### src/rtl/pix_seq_pkg.sv
// rtl/pix_seq_pkg.sv - shared types for the pixel stream sequencer
package pix_seq_pkg;

  localparam int PIX_W_DEF = 24;

  typedef enum logic [1:0] {
    IDLE,
    RUN,
    DRAIN
  } seq_state_t;

  typedef struct packed {
    logic sof;
    logic eol;
  } pix_tag_t;

endpackage

### src/rtl/pix_seq_fifo2.sv
// rtl/pix_seq_fifo2.sv - 2-entry FIFO with flush, occupancy, push+pop when full
module pix_seq_fifo2 #(
  parameter int W = 26
) (
  input  logic         clk,
  input  logic         rst,
  input  logic         flush,
  input  logic         push,
  input  logic [W-1:0] push_data,
  input  logic         pop,
  output logic [W-1:0] pop_data,
  output logic [1:0]   occ
);

  logic [W-1:0] mem [2];
  logic         wr_ptr;
  logic         rd_ptr;
  logic         do_push;
  logic         do_pop;

  assign do_pop   = pop && (occ != 2'd0);
  assign do_push  = push && ((occ != 2'd2) || do_pop);
  assign pop_data = mem[rd_ptr];

  always_ff @(posedge clk) begin
    if (rst || flush) begin
      wr_ptr <= 1'b0;
      rd_ptr <= 1'b0;
      occ    <= 2'd0;
    end else begin
      if (do_push) wr_ptr <= ~wr_ptr;
      if (do_pop)  rd_ptr <= ~rd_ptr;
      occ <= occ + {1'b0, do_push} - {1'b0, do_pop};
    end
  end

  always_ff @(posedge clk) begin
    if (do_push) mem[wr_ptr] <= push_data;
  end

endmodule

### src/rtl/pixel_stream_sequencer.sv
// rtl/pixel_stream_sequencer.sv - frame sequencer for the RGB pattern source; PIX_SEQ_FRAME_CNT_EN adds frame_count
module pixel_stream_sequencer
  import pix_seq_pkg::*;
#(
  parameter int H_ACTIVE = 640,
  parameter int V_ACTIVE = 480,
  parameter int PIX_W    = PIX_W_DEF,
  parameter int NFRM_W   = 8
) (
  input  logic              clk,
  input  logic              rst,
  input  logic              start,
  input  logic              abort,
  input  logic [NFRM_W-1:0] num_frames,
  output logic              busy,
  output logic              done,
  output logic              src_rst,
  output logic              src_en,
  input  logic [PIX_W-1:0]  src_pixel,
  output logic [PIX_W-1:0]  m_data,
  output logic              m_valid,
  input  logic              m_ready,
  output logic              m_sof,
  output logic              m_eol
`ifdef PIX_SEQ_FRAME_CNT_EN
  ,
  output logic [15:0]       frame_count
`endif
);

  localparam int XW = (H_ACTIVE > 1) ? $clog2(H_ACTIVE) : 1;
  localparam int YW = (V_ACTIVE > 1) ? $clog2(V_ACTIVE) : 1;
  localparam int FW = PIX_W + 2;
  localparam logic [XW-1:0] X_LAST = XW'(H_ACTIVE - 1);
  localparam logic [YW-1:0] Y_LAST = YW'(V_ACTIVE - 1);

  seq_state_t        state, state_nxt;
  logic [XW-1:0]     x;
  logic [YW-1:0]     y;
  logic [NFRM_W-1:0] frames;
  logic [NFRM_W-1:0] nfrm;
  logic              inflight;
  pix_tag_t          inflight_tag;
  pix_tag_t          issue_tag;
  pix_tag_t          head_tag;
  logic [PIX_W-1:0]  head_pix;
  logic [FW-1:0]     fifo_out;
  logic [1:0]        occ;
  logic [1:0]        total_nxt;
  logic              pop;
  logic              push;
  logic              last_issue;
  logic              start_ok;

  assign start_ok  = (state == IDLE) && start && !abort;
  assign pop       = m_valid && m_ready;
  // entries that will be held after this edge: FIFO + arriving pixel - departing pixel
  assign total_nxt = occ + {1'b0, inflight} - {1'b0, pop};
  assign src_en    = (state == RUN) && (total_nxt < 2'd2);
  assign issue_tag = '{sof: (x == '0) && (y == '0), eol: (x == X_LAST)};
  assign last_issue = (x == X_LAST) && (y == Y_LAST) && (nfrm != '0) &&
                      (frames == nfrm - NFRM_W'(1));

  // the arriving pixel bypasses the FIFO when it is empty and accepted at once
  assign push = inflight && !(pop && (occ == 2'd0));

  pix_seq_fifo2 #(.W(FW)) u_fifo (
    .clk       (clk),
    .rst       (rst),
    .flush     (abort),
    .push      (push),
    .push_data ({inflight_tag, src_pixel}),
    .pop       (pop),
    .pop_data  (fifo_out),
    .occ       (occ)
  );

  assign {head_tag, head_pix} = (occ != 2'd0) ? fifo_out : {inflight_tag, src_pixel};
  assign m_valid = (state != IDLE) && ((occ != 2'd0) || inflight);
  assign m_data  = m_valid ? head_pix : '0;
  assign m_sof   = m_valid && head_tag.sof;
  assign m_eol   = m_valid && head_tag.eol;
  assign busy    = (state != IDLE);
  assign src_rst = (state == IDLE);

  always_comb begin
    state_nxt = state;
    case (state)
      IDLE:    if (start) state_nxt = RUN;
      RUN:     if (src_en && last_issue) state_nxt = DRAIN;
      DRAIN:   if (total_nxt == 2'd0) state_nxt = IDLE;
      default: state_nxt = IDLE;
    endcase
    if (abort) state_nxt = IDLE;
  end

  always_ff @(posedge clk) begin
    if (rst) begin
      state        <= IDLE;
      done         <= 1'b0;
      inflight     <= 1'b0;
      inflight_tag <= '0;
      x            <= '0;
      y            <= '0;
      frames       <= '0;
      nfrm         <= '0;
    end else begin
      state    <= state_nxt;
      done     <= (state == DRAIN) && (total_nxt == 2'd0) && !abort;
      inflight <= src_en && !abort;
      if (src_en) inflight_tag <= issue_tag;
      if (start_ok) begin
        nfrm   <= num_frames;
        x      <= '0;
        y      <= '0;
        frames <= '0;
      end else if (src_en) begin
        if (x == X_LAST) begin
          x <= '0;
          if (y == Y_LAST) begin
            y      <= '0;
            frames <= frames + NFRM_W'(1);
          end else begin
            y <= y + YW'(1);
          end
        end else begin
          x <= x + XW'(1);
        end
      end
    end
  end

`ifdef PIX_SEQ_FRAME_CNT_EN
  logic [YW-1:0] out_y;

  // counts frames on the output side, so only fully accepted frames are included
  always_ff @(posedge clk) begin
    if (rst || start_ok) begin
      out_y       <= '0;
      frame_count <= '0;
    end else if (pop && head_tag.eol) begin
      if (out_y == Y_LAST) begin
        out_y       <= '0;
        frame_count <= frame_count + 16'd1;
      end else begin
        out_y <= out_y + YW'(1);
      end
    end
  end
`endif

endmodule

### config.mk
export PLATFORM = sky130hd
export DESIGN_NAME = pixel_stream_sequencer
export DESIGN_NICKNAME = d
export VERILOG_FILES = /design/src/rtl/pix_seq_pkg.sv /design/src/rtl/pix_seq_fifo2.sv /design/src/rtl/pixel_stream_sequencer.sv
export SDC_FILE = /design/constraint.sdc
export NUM_CORES = 1
export LEC_CHECK = 0
export BUFFER_PORTS_ARGS = -buffer_cell sky130_fd_sc_hd__clkbuf_2
export CORE_ASPECT_RATIO = 0.75
export CORE_MARGIN = 3
export CORE_UTILIZATION = 28
export DETAILED_ROUTE_END_ITERATION = 6
export HOLD_SLACK_MARGIN = 0.06
export PLACE_DENSITY = 0.47
export SLEW_MARGIN = 40
export SYNTH_ARGS = -nofsm -noshare
export SYNTH_HDL_FRONTEND = slang
export SYNTH_SLANG_ARGS = --single-unit
### constraint.sdc
create_clock -name clk -period 4.4 [get_ports clk]
set_clock_uncertainty 0.05 [all_clocks]
set_input_delay 0.88 -clock clk [delete_from_list [all_inputs] [get_ports clk]]
set_output_delay 0.88 -clock clk [all_outputs]
set_load 0.005 [all_outputs]
* Yosys cells after proc, flatten, opt, wreduce, memory -nomap -nowiden
Memories as Yosys holds them, arrays and structs flattened. A register that Yosys moved wholly into a read port is not among the register bits.
Cells that the tools add are included.
** Operators by class
- $add $sub $neg :: 8
- $lt $le $gt $ge :: 1
- Eq/ne operators :: 9
- Multiplexer cells :: 12
- Bitwise operators :: 2
- Reduce and logical (&&, ||, !) cells :: 37
** Operators by type and width (count)
- $mux 26 :: 1
- $mux 24 :: 1
- $logic_and 1x1->1 :: 19
- $add 10x1->10 const B :: 1
- $eq 10x10->1 const B :: 1
- $logic_not 10->1 :: 1
- $mux 10 :: 1
- $add 9x1->9 const B :: 1
- $eq 9x9->1 const B :: 1
- $logic_not 9->1 :: 1
- $mux 9 :: 1
- $add 8x1->8 const B :: 1
- $eq 8x8->1 :: 1
- $reduce_bool 8->1 :: 1
- $sub 8x1->8 const B :: 1
- $logic_not 2->1 :: 3
- $mux 2 :: 3
- $ne 2x2->1 const B :: 3
- $pmux 2 s3 :: 1
- $reduce_and 3->1 :: 2
- $add 2x1->2 :: 2
- $mux 1 :: 4
- $reduce_bool 2->1 :: 2
- $reduce_or 2->1 :: 2
- other kinds (9) :: 14
** Storage, ports and cells
- Register bits after elaboration :: 45
- Bits in writable memories :: 52
- Input bits :: 37
- Output and inout bits :: 31
- Word-level logic and storage cells :: 82
- Memories kept :: 1
** Memories
- u_fifo.mem :: words 2, bits a word 26, read ports 1, clocked after Yosys merged registers in 1, wr ports 1, line pix_seq_fifo2.sv:15 : logic [W-1:0] mem [2];

* Logic depth before layout (Yosys ltp)
Gate-level depths: netlist (run 1).
- Word-level depth :: 10
- Gate-level depth with buffers :: 15
- Gate-level depth less buffers :: 14

* Cells and area by module
From an unflattened synthesis (run 1), not the netlist that was laid out.
** Second synthesis, totals
- Cell total of the unflattened synthesis :: 456
- Area, all modules :: 4692.0 um2
** Modules (own cells, without submodules)
- pixel_stream_sequencer :: times used 1, cells an instance 350, area an instance 2556.2 um2, seq. area each 820.8 um2
- pix_seq_fifo2 :: times used 1, cells an instance 106, area an instance 2135.8 um2, seq. area each 1661.6 um2

* Worst setup path before layout (run 1)
No wires, ideal clock.
- Path type :: flip-flop to flip-flop
- Start point :: register u_fifo.occ[1]
- End point :: register state[0]
- Setup time :: 0.115 ns
- Arrival :: 3.465 ns
- Data required time :: 4.235 ns
- Slack :: 0.770 ns
- Cell stages (with the launch flop) :: 16
- Buffers on the path :: 2
- Clock period less this slack :: 3.630 ns
- Cells stage by stage :: dfxtp_1 or2_2 clkbuf_1 o21ai_1 inv_1 and2_1 ha_1 inv_1 ha_1 xor3_2 or2_1 buf_6 inv_8 nand4_4 or4_4 o21a_1
** On the way
- Word-level cells in the longest chain between the ends :: 10
- Elaborated cells on any way between the ends :: 13
- Classes of those cells :: 2 x add/sub; 1 x order compare; 2 x eq/ne; 8 x reduce/logical
** RTL lines
- start: declaration :: line pix_seq_fifo2.sv:12 : output logic [1:0] occ
- start signal: assignment :: line pix_seq_fifo2.sv:33 : occ <= occ + {1'b0, do_push} - {1'b0, do_pop};
- $reduce_bool 2->1 :: line pixel_stream_sequencer.sv:79 : assign m_valid = (state != IDLE) && ((occ != 2'd0) || inflight);
- $logic_or 1x1->1 :: line pixel_stream_sequencer.sv:79
- $logic_and 1x1->1 :: line pixel_stream_sequencer.sv:79
- net m_valid :: line pixel_stream_sequencer.sv:21 : output logic m_valid,
- $logic_and 1x1->1 :: line pixel_stream_sequencer.sv:56 : assign pop = m_valid && m_ready;
- $sub 2x1->2 :: line pixel_stream_sequencer.sv:58 : assign total_nxt = occ + {1'b0, inflight} - {1'b0, pop};
- $lt 2x2->1 :: line pixel_stream_sequencer.sv:59 : assign src_en = (state == RUN) && (total_nxt < 2'd2);
- $logic_and 1x1->1 :: line pixel_stream_sequencer.sv:59
- net src_en :: line pixel_stream_sequencer.sv:18 : output logic src_en,
- $logic_and 1x1->1 :: line pixel_stream_sequencer.sv:90 : RUN: if (src_en && last_issue) state_nxt = DRAIN;
- $ne 2x1->1 (no line)
- $reduce_and 3->1 (no line)
- end signal: assignment :: line pixel_stream_sequencer.sv:108 : state <= state_nxt;
- end: declaration :: line pixel_stream_sequencer.sv:37 : seq_state_t state, state_nxt;
The timed path passes the listed nets, and every way through them passes these cells.
A chain may end at the register's enable or synchronous reset.

* Worst setup path after layout (run 1)
- Start point :: register u_fifo.occ[1]
- End point :: output src_en
** On the way
- Word-level cells in the longest chain between the ends :: 7
- Elaborated cells on any way between the ends :: 8
- Classes of those cells :: 2 x add/sub; 1 x order compare; 5 x reduce/logical
** RTL lines (line)
- $reduce_bool 2->1 :: pixel_stream_sequencer.sv:79
- $logic_or 1x1->1 :: pixel_stream_sequencer.sv:79
- $logic_and 1x1->1 :: pixel_stream_sequencer.sv:79
- $logic_and 1x1->1 :: pixel_stream_sequencer.sv:56
- $sub 2x1->2 * :: pixel_stream_sequencer.sv:58
- $lt 2x2->1 * :: pixel_stream_sequencer.sv:59
- $logic_and 1x1->1 * :: pixel_stream_sequencer.sv:59
- end: declaration :: pixel_stream_sequencer.sv:18
Mark *: on every way between the ends. The rest lies on a longest branch, timed or not.

==> summary.md, run 1 <==
| Metric | Value |
|---|---|
| Resized cells post-CTS | 0 |
| CTS Hold Bufs | 0 |
| Die span in x | 152.7 um |
| CP endpoint kind | primary output |
| Vias in the first global route | 3236 |
| YS warnings | 0 |
| Synth area leader | edfxtp_1 |
| Max Cap Viol | 0 |
| Placed Area | 5100 um2 |
| Rel. slew slack | 59.46% |
| I/O Pins | 68 |
| Final Core Density | 34.67% |
| Required @ worst endpoint | 3470 ps |
| CTS tree | done |
| Final setup violation count | 0 |
| Hold/Removal Path Class | flip-flop to flip-flop |
| Core Area | 15520 um2 |
| Skew-Pair Late Insertion Delay | 350 ps |
| Switching pwr | 412.9 uW |
| Chip height | 116.1 um |
| Layout cell share with drive strength beyond 1 | 21.14% |
| Avg WL per Cell | 14.66 um |
| # rows | 39 |
| Initial core utilization | 29.14% |
| Setup_tns | 0 ps |
| Synthesized area | 4522 um2 |
| Worst path top cell family by delay | simple AND/OR/NAND/NOR gates |
| LEAKAGE | 0.001993 uW |
| Seq/Total Area, Yosys | 54.90% |
| Worst-margin pin slew | 601.7 ps |
| Final Max Slew Viols | 0 |
| Commonest non-fill, non-tap cell in the layout | clkbuf_2 |
| Max clock buf depth | 2 |
| Hold wc startpoint | nfrm[7]$_SDFFE_PP0P_ |
| GR Overflow Total | 0 |
| CP max-delay cell | or2_1 |
| R2r setup slk | 1030 ps |
| Outcome | completed |
| Maximum VDD drop | 181.7 uV |
| Final WS setup | 699.0 ps |
| Syn_nets | 466 |
| Sw frac | 22.82% |
| Setup CP Type | flip-flop to primary output |
| Flops & latches, synth | 98 |
| Die Area | 17730 um2 |
| Postcts setup bufs | 0 |
| Initial antenna violation count | 0 |
| CTS clock-pin slew for the worst setup and hold paths | 70 ps |
| Synth top area share | 34.53% |
| Crit-path max cell delay | 360 ps |
| Gpl congestion | 0.8212 |
| Bufs and invs on worst path | 4 |
| Post-synth EDFFs | 52 |
| Crit path cell chain | or2_2 -> o21ai_2 -> inv_1 -> and2_1 -> ha_1 -> inv_1 -> ha_1 -> xor3_2 -> or2_1 -> inv_8 -> clkbuf_2 |
| Syn Inst Count | 419 |
| Syn_area_per_cell | 10.79 um2 |
| Fin crit period | 3701 ps |
| F_max | 270.2 MHz |
| Antenna Cells | 0 |
| Clock Power Share | 41.0% |
| Overall routing resource usage | 11.83% |
| Placement Setup Slack | 911.0 ps |
| Post-route cell area | 5380 um2 |
| Synth Flop Type | edfxtp_1 |
| Layout area overhead | 18.98% |
| Dpl hpwl | 7.278 mm |
| Main area contributors after synthesis | edfxtp_1 35%, dfxtp_1 20%, mux2i_1 6.2% |
| Clock sinks | 98 |
| Most frequent cells in the layout | 67 x clkbuf_2, 62 x nor2_1, 52 x edfxtp_1, 46 x dfxtp_1, 29 x nand2_1 |
| First-pass GRT wire length | 16.53 mm |
| Worst setup SP type | flip-flop |
| Library cells used by synthesis | 47 |
| Gate power share | 5.1% |
| DRT antenna net count | 0 |
| Largest net degree at the start of global routing | 54 |
| Worst Setup SP | u_fifo.occ[1]$_SDFF_PP0_ |
| H-tree depth | 3 |
| Root buf cell | clkbuf_16 |
| Sequential share of power | 54.0% |
| Min Hold Slack | 438.4 ps |
| Power Internal | 1396 uW |
| 1st-iter DRT viols | 122 |
| Synth async-reset ratio | 0% |
| Via count | 3248 |
| Fillcell total | 1571 |
| Fin crit share | 84.11% |
| First-pass DRT Iterations | 4 |
| Fin. Hold Viols | 0 |
| Nets | 534 |
| I/O Buffers | 67 |
| RSZ-0062 raised after global routing | no |
| Pwr/cell area | 336.3 nW/um2 |
| DRC Markers | 0 |
| Final wirelength | 10.22 mm |
| Routed vias/inst | 4.660 |
| FF-to-FF Start | u_fifo.occ[1]$_SDFF_PP0_ |
| WP data arrival | 2770 ps |
| Total CTS buffers | 9 |
| Worst-path maximum fanout | 8 |
==> Yosys cell counts, types with 2 or more instances <==
| master | count |
|---|---|
| nor2_1 | 64 |
| edfxtp_1 | 52 |
| dfxtp_1 | 46 |
| nand2_1 | 29 |
| mux2i_1 | 28 |
| a211oi_1 | 26 |
| xor2_1 | 22 |
| a21oi_1 | 18 |
| inv_1 | 14 |
| nand3_1 | 13 |
| clkbuf_1 | 12 |
| xnor2_1 | 11 |
| ha_1 | 10 |
| nor4_1 | 7 |
| o21ai_0 | 7 |
| and3_1 | 6 |
| nand4_1 | 6 |
| nor3_1 | 6 |
| and2_1 | 3 |
| and4_1 | 3 |
| buf_1 | 3 |
| or2_2 | 3 |
| nand2b_1 | 2 |
| nand3b_1 | 2 |
| o31ai_1 | 2 |
| or3_1 | 2 |
| or3_2 | 2 |
==> stage by stage <==
step | total power [uW] | cells
2_1_floorplan | 1048 | 419
5_1_grt | 1883 | 697
3_5_place_dp | 1090 | 681
3_3_place_gp | 1087 | 681
4_1_cts | 1838 | 697
6_report | 1809 | 697
==> final timing paths <==
path / cells past startpoint / to
worst max-delay path: 11 / src_en
worst min-delay path: 2 / nfrm[7]$_SDFFE_PP0P_
worst max register to register: 13 / state[0]$_SDFFE_PP0P_
worst min register to register: 2 / nfrm[7]$_SDFFE_PP0P_
==> state kept, by name, summed over array words and instances, names as in the netlist, named ones only <==
| register | cells |
|---|---|
| x | 10 |
| inflight | 1 |
| u_fifo.mem | 52 |
| y | 9 |
| nfrm | 8 |
| state | 2 |
| u_fifo.wr_ptr | 1 |
| u_fifo.rd_ptr | 1 |
| done | 1 |
| u_fifo.occ | 2 |
| inflight_tag | 2 |
| frames | 8 |
==> routing by layer <==
layer | vias to the layer above | global-route usage [%] | part of all wire [%] | wire length (um)
met4 | 0 | 5.223 | 1.9 | 195
met1 | 1543 | 15.90 | 50 | 5149
li1 | 1643 | - | - | -
met5 | - | 0 | 0 | 0
met2 | 48 | 18.23 | 45 | 4549
met3 | 14 | 2.986 | 3.1 | 321
==> final cells by class <==
| type | count | area, um2 | area share (%) |
|---|---|---|---|
| Clock buffer | 10 | 229.0 | 4.256 |
| Clock inverter | 6 | 51.30 | 0.9535 |
| Inverter | 15 | 63.81 | 1.186 |
| Multi-Input combinational cell | 290 | 1917 | 35.63 |
| Sequential cell | 98 | 2482 | 46.14 |
| Tap cell | 205 | 256.5 | 4.767 |
| Timing Repair Buffer | 73 | 380.4 | 7.070 |
==> cells by family (layout without fill, tap and decap cells) <==
group	Yosys count	after routing	synth area share [%]
flip-flops	98	98	54.90
XOR/XNOR	34	34	6.945
AND/OR/NAND/NOR	158	158	17.43
AO/OA/AOI/OAI	60	60	8.855
adder cells (fa/ha/maj)	10	10	2.767
buffers and inverters	31	104	2.905
multiplexers	28	28	6.198
==> power groups by stage <==
stage	Clock, uW	Sequential (uW)	Combinational [uW]
2_1_floorplan	0	995	53.0
3_3_place_gp	0	997	90.3
3_5_place_dp	0	997	92.4
4_1_cts	769	977	92.8
5_1_grt	801	977	104
6_report	741	977	91.5
==> worst reg2reg max path: stages, from the launching register on <==
cell	delay, ps
dfxtp_1	350
or2_2	330
o21ai_2	130
inv_1	70
and2_1	160
ha_1	270
inv_1	60
ha_1	140
xor3_2	300
or2_1	360
inv_8	130
nand4_4	140
or4_4	590
o21a_1	180
Note: power is estimated with default switching activity, not from simulation.
==> run 2, diff against run 1 <==
--- a/config.mk
+++ b/config.mk
@@ -5,6 +5,7 @@
 export SDC_FILE = /design/constraint.sdc
 export NUM_CORES = 1
 export LEC_CHECK = 0
+export ABC_AREA = 1
 export BUFFER_PORTS_ARGS = -buffer_cell sky130_fd_sc_hd__clkbuf_2
 export CORE_ASPECT_RATIO = 0.75
 export CORE_MARGIN = 3
==> constraint.sdc (replaced) <==
create_clock -name clk -period 3.8 [get_ports clk]
set_clock_uncertainty 0.05 [all_clocks]
set_input_delay 0.76 -clock clk [delete_from_list [all_inputs] [get_ports clk]]
set_output_delay 0.76 -clock clk [all_outputs]
set_load 0.005 [all_outputs]
==> summary.md, run 2 <==
| Metric | Value |
|---|---|
| Overall routing resource usage | 11.86% (was 11.83%) |
| Crit-path max cell delay | 370 ps (was 360 ps) |
| Final Max Slew Viols | 0 (unchanged) |
| Synth Flop Type | edfxtp_1 (unchanged) |
| 1st-iter DRT viols | 272 (was 122) |
| First-pass GRT wire length | 18.71 mm (was 16.53 mm) |
| Library cells used by synthesis | 36 (was 47) |
| Flops & latches, synth | 98 (unchanged) |
| WP data arrival | 2490 ps (was 2770 ps) |
| I/O Pins | 68 (unchanged) |
| # rows | 41 (was 39) |
| Resized cells post-CTS | 0 (unchanged) |
| Layout area overhead | 17.26% (was 18.98%) |
| Rel. slew slack | 56.23% (was 59.46%) |
| Initial antenna violation count | 0 (unchanged) |
| Commonest non-fill, non-tap cell in the layout | a21oi_1 (was clkbuf_2) |
| Synth top area share | 31.45% (was 34.53%) |
| DRT antenna net count | 0 (unchanged) |
| Most common cell in the netlist | a21oi_1 (was nor2_1) |
| Bufs and invs on worst path | 4 (unchanged) |
| Vias in the first global route | 3744 (was 3236) |
| Worst path top cell family by delay | simple AND/OR/NAND/NOR gates (unchanged) |
| Syn Inst Count | 591 (was 419) |
| Final wirelength | 11.29 mm (was 10.22 mm) |
| Max reg flops | 52 (unchanged) |
| Reg-to-Reg End | u_fifo.occ[1]$_SDFF_PP0_ (was state[0]$_SDFFE_PP0P_) |
| Hold wc startpoint | u_fifo.rd_ptr$_SDFFE_PP0P_ (was nfrm[7]$_SDFFE_PP0P_) |
| Via count | 3913 (was 3248) |
| I/O Buffers | 67 (unchanged) |
| Most frequent cells after synthesis | 86 x a21oi_1, 84 x inv_1, 84 x nand2_1 (was 64 x nor2_1, 52 x edfxtp_1, 46 x dfxtp_1) |
| YS warnings | 0 (unchanged) |
| H-tree depth | 3 (unchanged) |
| Fin. Hold Viols | 0 (unchanged) |
| Seq/Total Area, Yosys | 50.00% (was 54.90%) |
| CTS tree | done (unchanged) |
| Max Cap Viol | 0 (unchanged) |
| Most used cell, CP | ha_1 |
| Syn_area_per_cell | 8.401 um2 (was 10.79 um2) |
| RSZ-0062 raised after global routing | no (unchanged) |
| Setup CP Type | flip-flop to primary output (unchanged) |
| GR Overflow Total | 0 (unchanged) |
| Most frequent cells in the layout | 86 x a21oi_1, 84 x inv_1, 84 x nand2_1, 67 x clkbuf_2, 60 x nor2_1 (was 67 x clkbuf_2, 62 x nor2_1, 52 x edfxtp_1, 46 x dfxtp_1, 29 x nand2_1) |
| CTS Hold Bufs | 0 (unchanged) |
| Synthesized area | 4965 um2 (was 4522 um2) |
| Initial core utilization | 29.06% (was 29.14%) |
| Reg2reg path depth | 9 (was 13) |
| Syn_nets | 638 (was 466) |
| FF-to-FF Start | u_fifo.occ[1]$_SDFF_PP0_ (unchanged) |
| Chip height | 121.3 um (was 116.1 um) |
| CTS clock-pin slew for the worst setup and hold paths | 70 ps (about the same) |
| Pwr/cell area | 369.8 nW/um2 (was 336.3 nW/um2) |
| Die span in x | 159.8 um (was 152.7 um) |
| F_max | 302.7 MHz |
| Dpl hpwl | 8.022 mm (was 7.278 mm) |
| Die Area | 19380 um2 (was 17730 um2) |
| Outcome | completed (unchanged) |
| Worst-path maximum fanout | 13 (was 8) |
| Worst-margin pin slew | 656.6 ps (was 601.7 ps) |
| Fillcell total | 1758 (was 1571) |
| Worst setup SP type | flip-flop (unchanged) |
| Post-synth EDFFs | 52 (unchanged) |
| CP endpoint kind | primary output (unchanged) |
| Clock sinks | 98 (unchanged) |
| LEAKAGE | 0.002385 uW (was 0.001993 uW) |
| Postcts setup bufs | 0 (unchanged) |
| Final Core Density | 34.08% (was 34.67%) |
| Root buf cell | clkbuf_16 (unchanged) |
| Synth area leader | edfxtp_1 (unchanged) |
| DRC Markers | 0 (unchanged) |
| Largest net degree at the start of global routing | 54 (unchanged) |
| First-pass DRT Iterations | 4 (unchanged) |
| Nets | 701 (was 534) |
| Setup_tns | 0 ps (unchanged) |
| Antenna Cells | 0 (unchanged) |
| Fin crit share | 86.95% |
| Worst Setup SP | u_fifo.occ[1]$_SDFF_PP0_ (unchanged) |
| Top reg by flops | u_fifo.mem (unchanged) |
| R2r setup slk | 1270 ps (was 1030 ps) |
| Maximum VDD drop | 242.6 uV (was 181.7 uV) |
| Skew-Pair Late Insertion Delay | 350 ps (about the same) |
| Required @ worst endpoint | 2990 ps (was 3470 ps) |
| Max clock buf depth | 2 (unchanged) |
| Routed vias/inst | 4.372 (was 4.660) |
| Crit path cell chain | nor2_2 -> a21oi_4 -> inv_2 -> nor2_4 -> ha_1 -> inv_1 -> ha_1 -> xor2_1 -> nand2_1 -> nand2_2 -> nand2_4 -> clkinv_2 -> clkbuf_2 (was or2_2 -> o21ai_2 -> inv_1 -> and2_1 -> ha_1 -> inv_1 -> ha_1 -> xor3_2 -> or2_1 -> inv_8 -> clkbuf_2) |
| Total CTS buffers | 9 (unchanged) |
| Hold/Removal Path Class | flip-flop to flip-flop (unchanged) |
| Layout cell share with drive strength beyond 1 | 18.97% (was 21.14%) |
| Final setup violation count | 0 (unchanged) |
| Core Area | 17080 um2 (was 15520 um2) |
| Fin crit period | 3304 ps |
| Avg WL per Cell | 12.61 um (was 14.66 um) |
| Largest regs | u_fifo.mem (52), x (10), y (9) (unchanged) |
| Synth async-reset ratio | 0% (unchanged) |
| CP max-delay cell | dfxtp_1 (was or2_1) |
| Gpl congestion | 0.8486 (was 0.8212) |
| Worst hold stages | 1 (was 2) |
| Main area contributors after synthesis | edfxtp_1 31%, dfxtp_1 19%, a21oi_1 8.7% (was edfxtp_1 35%, dfxtp_1 20%, mux2i_1 6.2%) |
## run 2: cell count changes in the layout (fill, tap and decap cells not counted), sizes merged, moves of 9 or more
cell and change:
mux2i -28, a211oi -23, nor2 +9, xor2 -14, a21oi +69, nand2 +63, o21ai +40, inv +76
nand3 +10
## run 2: per-layer routing
metal / track usage, % / up-vias / wire, um
met5: 0 / - / 0
met2: 18.41 / 55 / 5013
li1: - / 2087 / -
met1: 16.21 / 1763 / 5687
met3: 3.173 / 8 / 430
met4: 3.554 / 0 / 157
## run 2: how the worst max path moves through the flow
stage                                             to  slack [ps]  depth (start not counted)
after floorplan           u_fifo.mem[1][0]$_DFFE_PP_        1080                          5
after global placement                        src_en         700                         12
after detailed placement                      src_en         650                         12
after CTS                                     src_en         470                         13
after global routing                          src_en         260                         13
final                                         src_en         500                         13
## run 2: layout make-up
| type | count | area, um2 | share of cell area, % |
|---|---|---|---|
| Tap cell | 236 | 295.3 | 5.072 |
| Clock inverter | 7 | 61.31 | 1.053 |
| Clock buffer | 9 | 225.2 | 3.868 |
| Inverter | 92 | 351.6 | 6.039 |
| Multi-Input combinational cell | 383 | 2044 | 35.12 |
| Timing Repair Buffer | 70 | 357.8 | 6.147 |
| Sequential cell | 98 | 2486 | 42.70 |
## run 2: report_power, final
| group | switching [uW] | internal [uW] | total, uW |
|---|---|---|---|
| sequential | 9.05 | 1120 | 1130 |
| clock | 434 | 458 | 892 |
| combinational | 81.4 | 47.1 | 128 |
## run 2: through the flow
stage	power [uW]	hold slack [ps]	worst slack, ps	instance area (um2)	cells
floorplan	1241	381.5	1084	4965	591
global placement	1285	383.9	703.8	5532	879
detailed placement	1287	394.4	653.8	5534	879
CTS	2185	401.2	465.2	5821	895
global route	2249	417.0	262.5	5822	895
finish	2153	399.0	496.0	5822	895
## run 2: cells by family (layout without fill, tap and decap cells)
logic type / count (synthesis) / after routing / synth area share (%)
XOR/XNOR: 15 / 15 / 2.646
AND/OR/NAND/NOR: 219 / 219 / 21.47
AO/OA/AOI/OAI: 139 / 139 / 14.44
adder cells (fa/ha/maj): 10 / 10 / 2.520
flip-flops: 98 / 98 / 50.00
buffers and inverters: 110 / 178 / 8.921
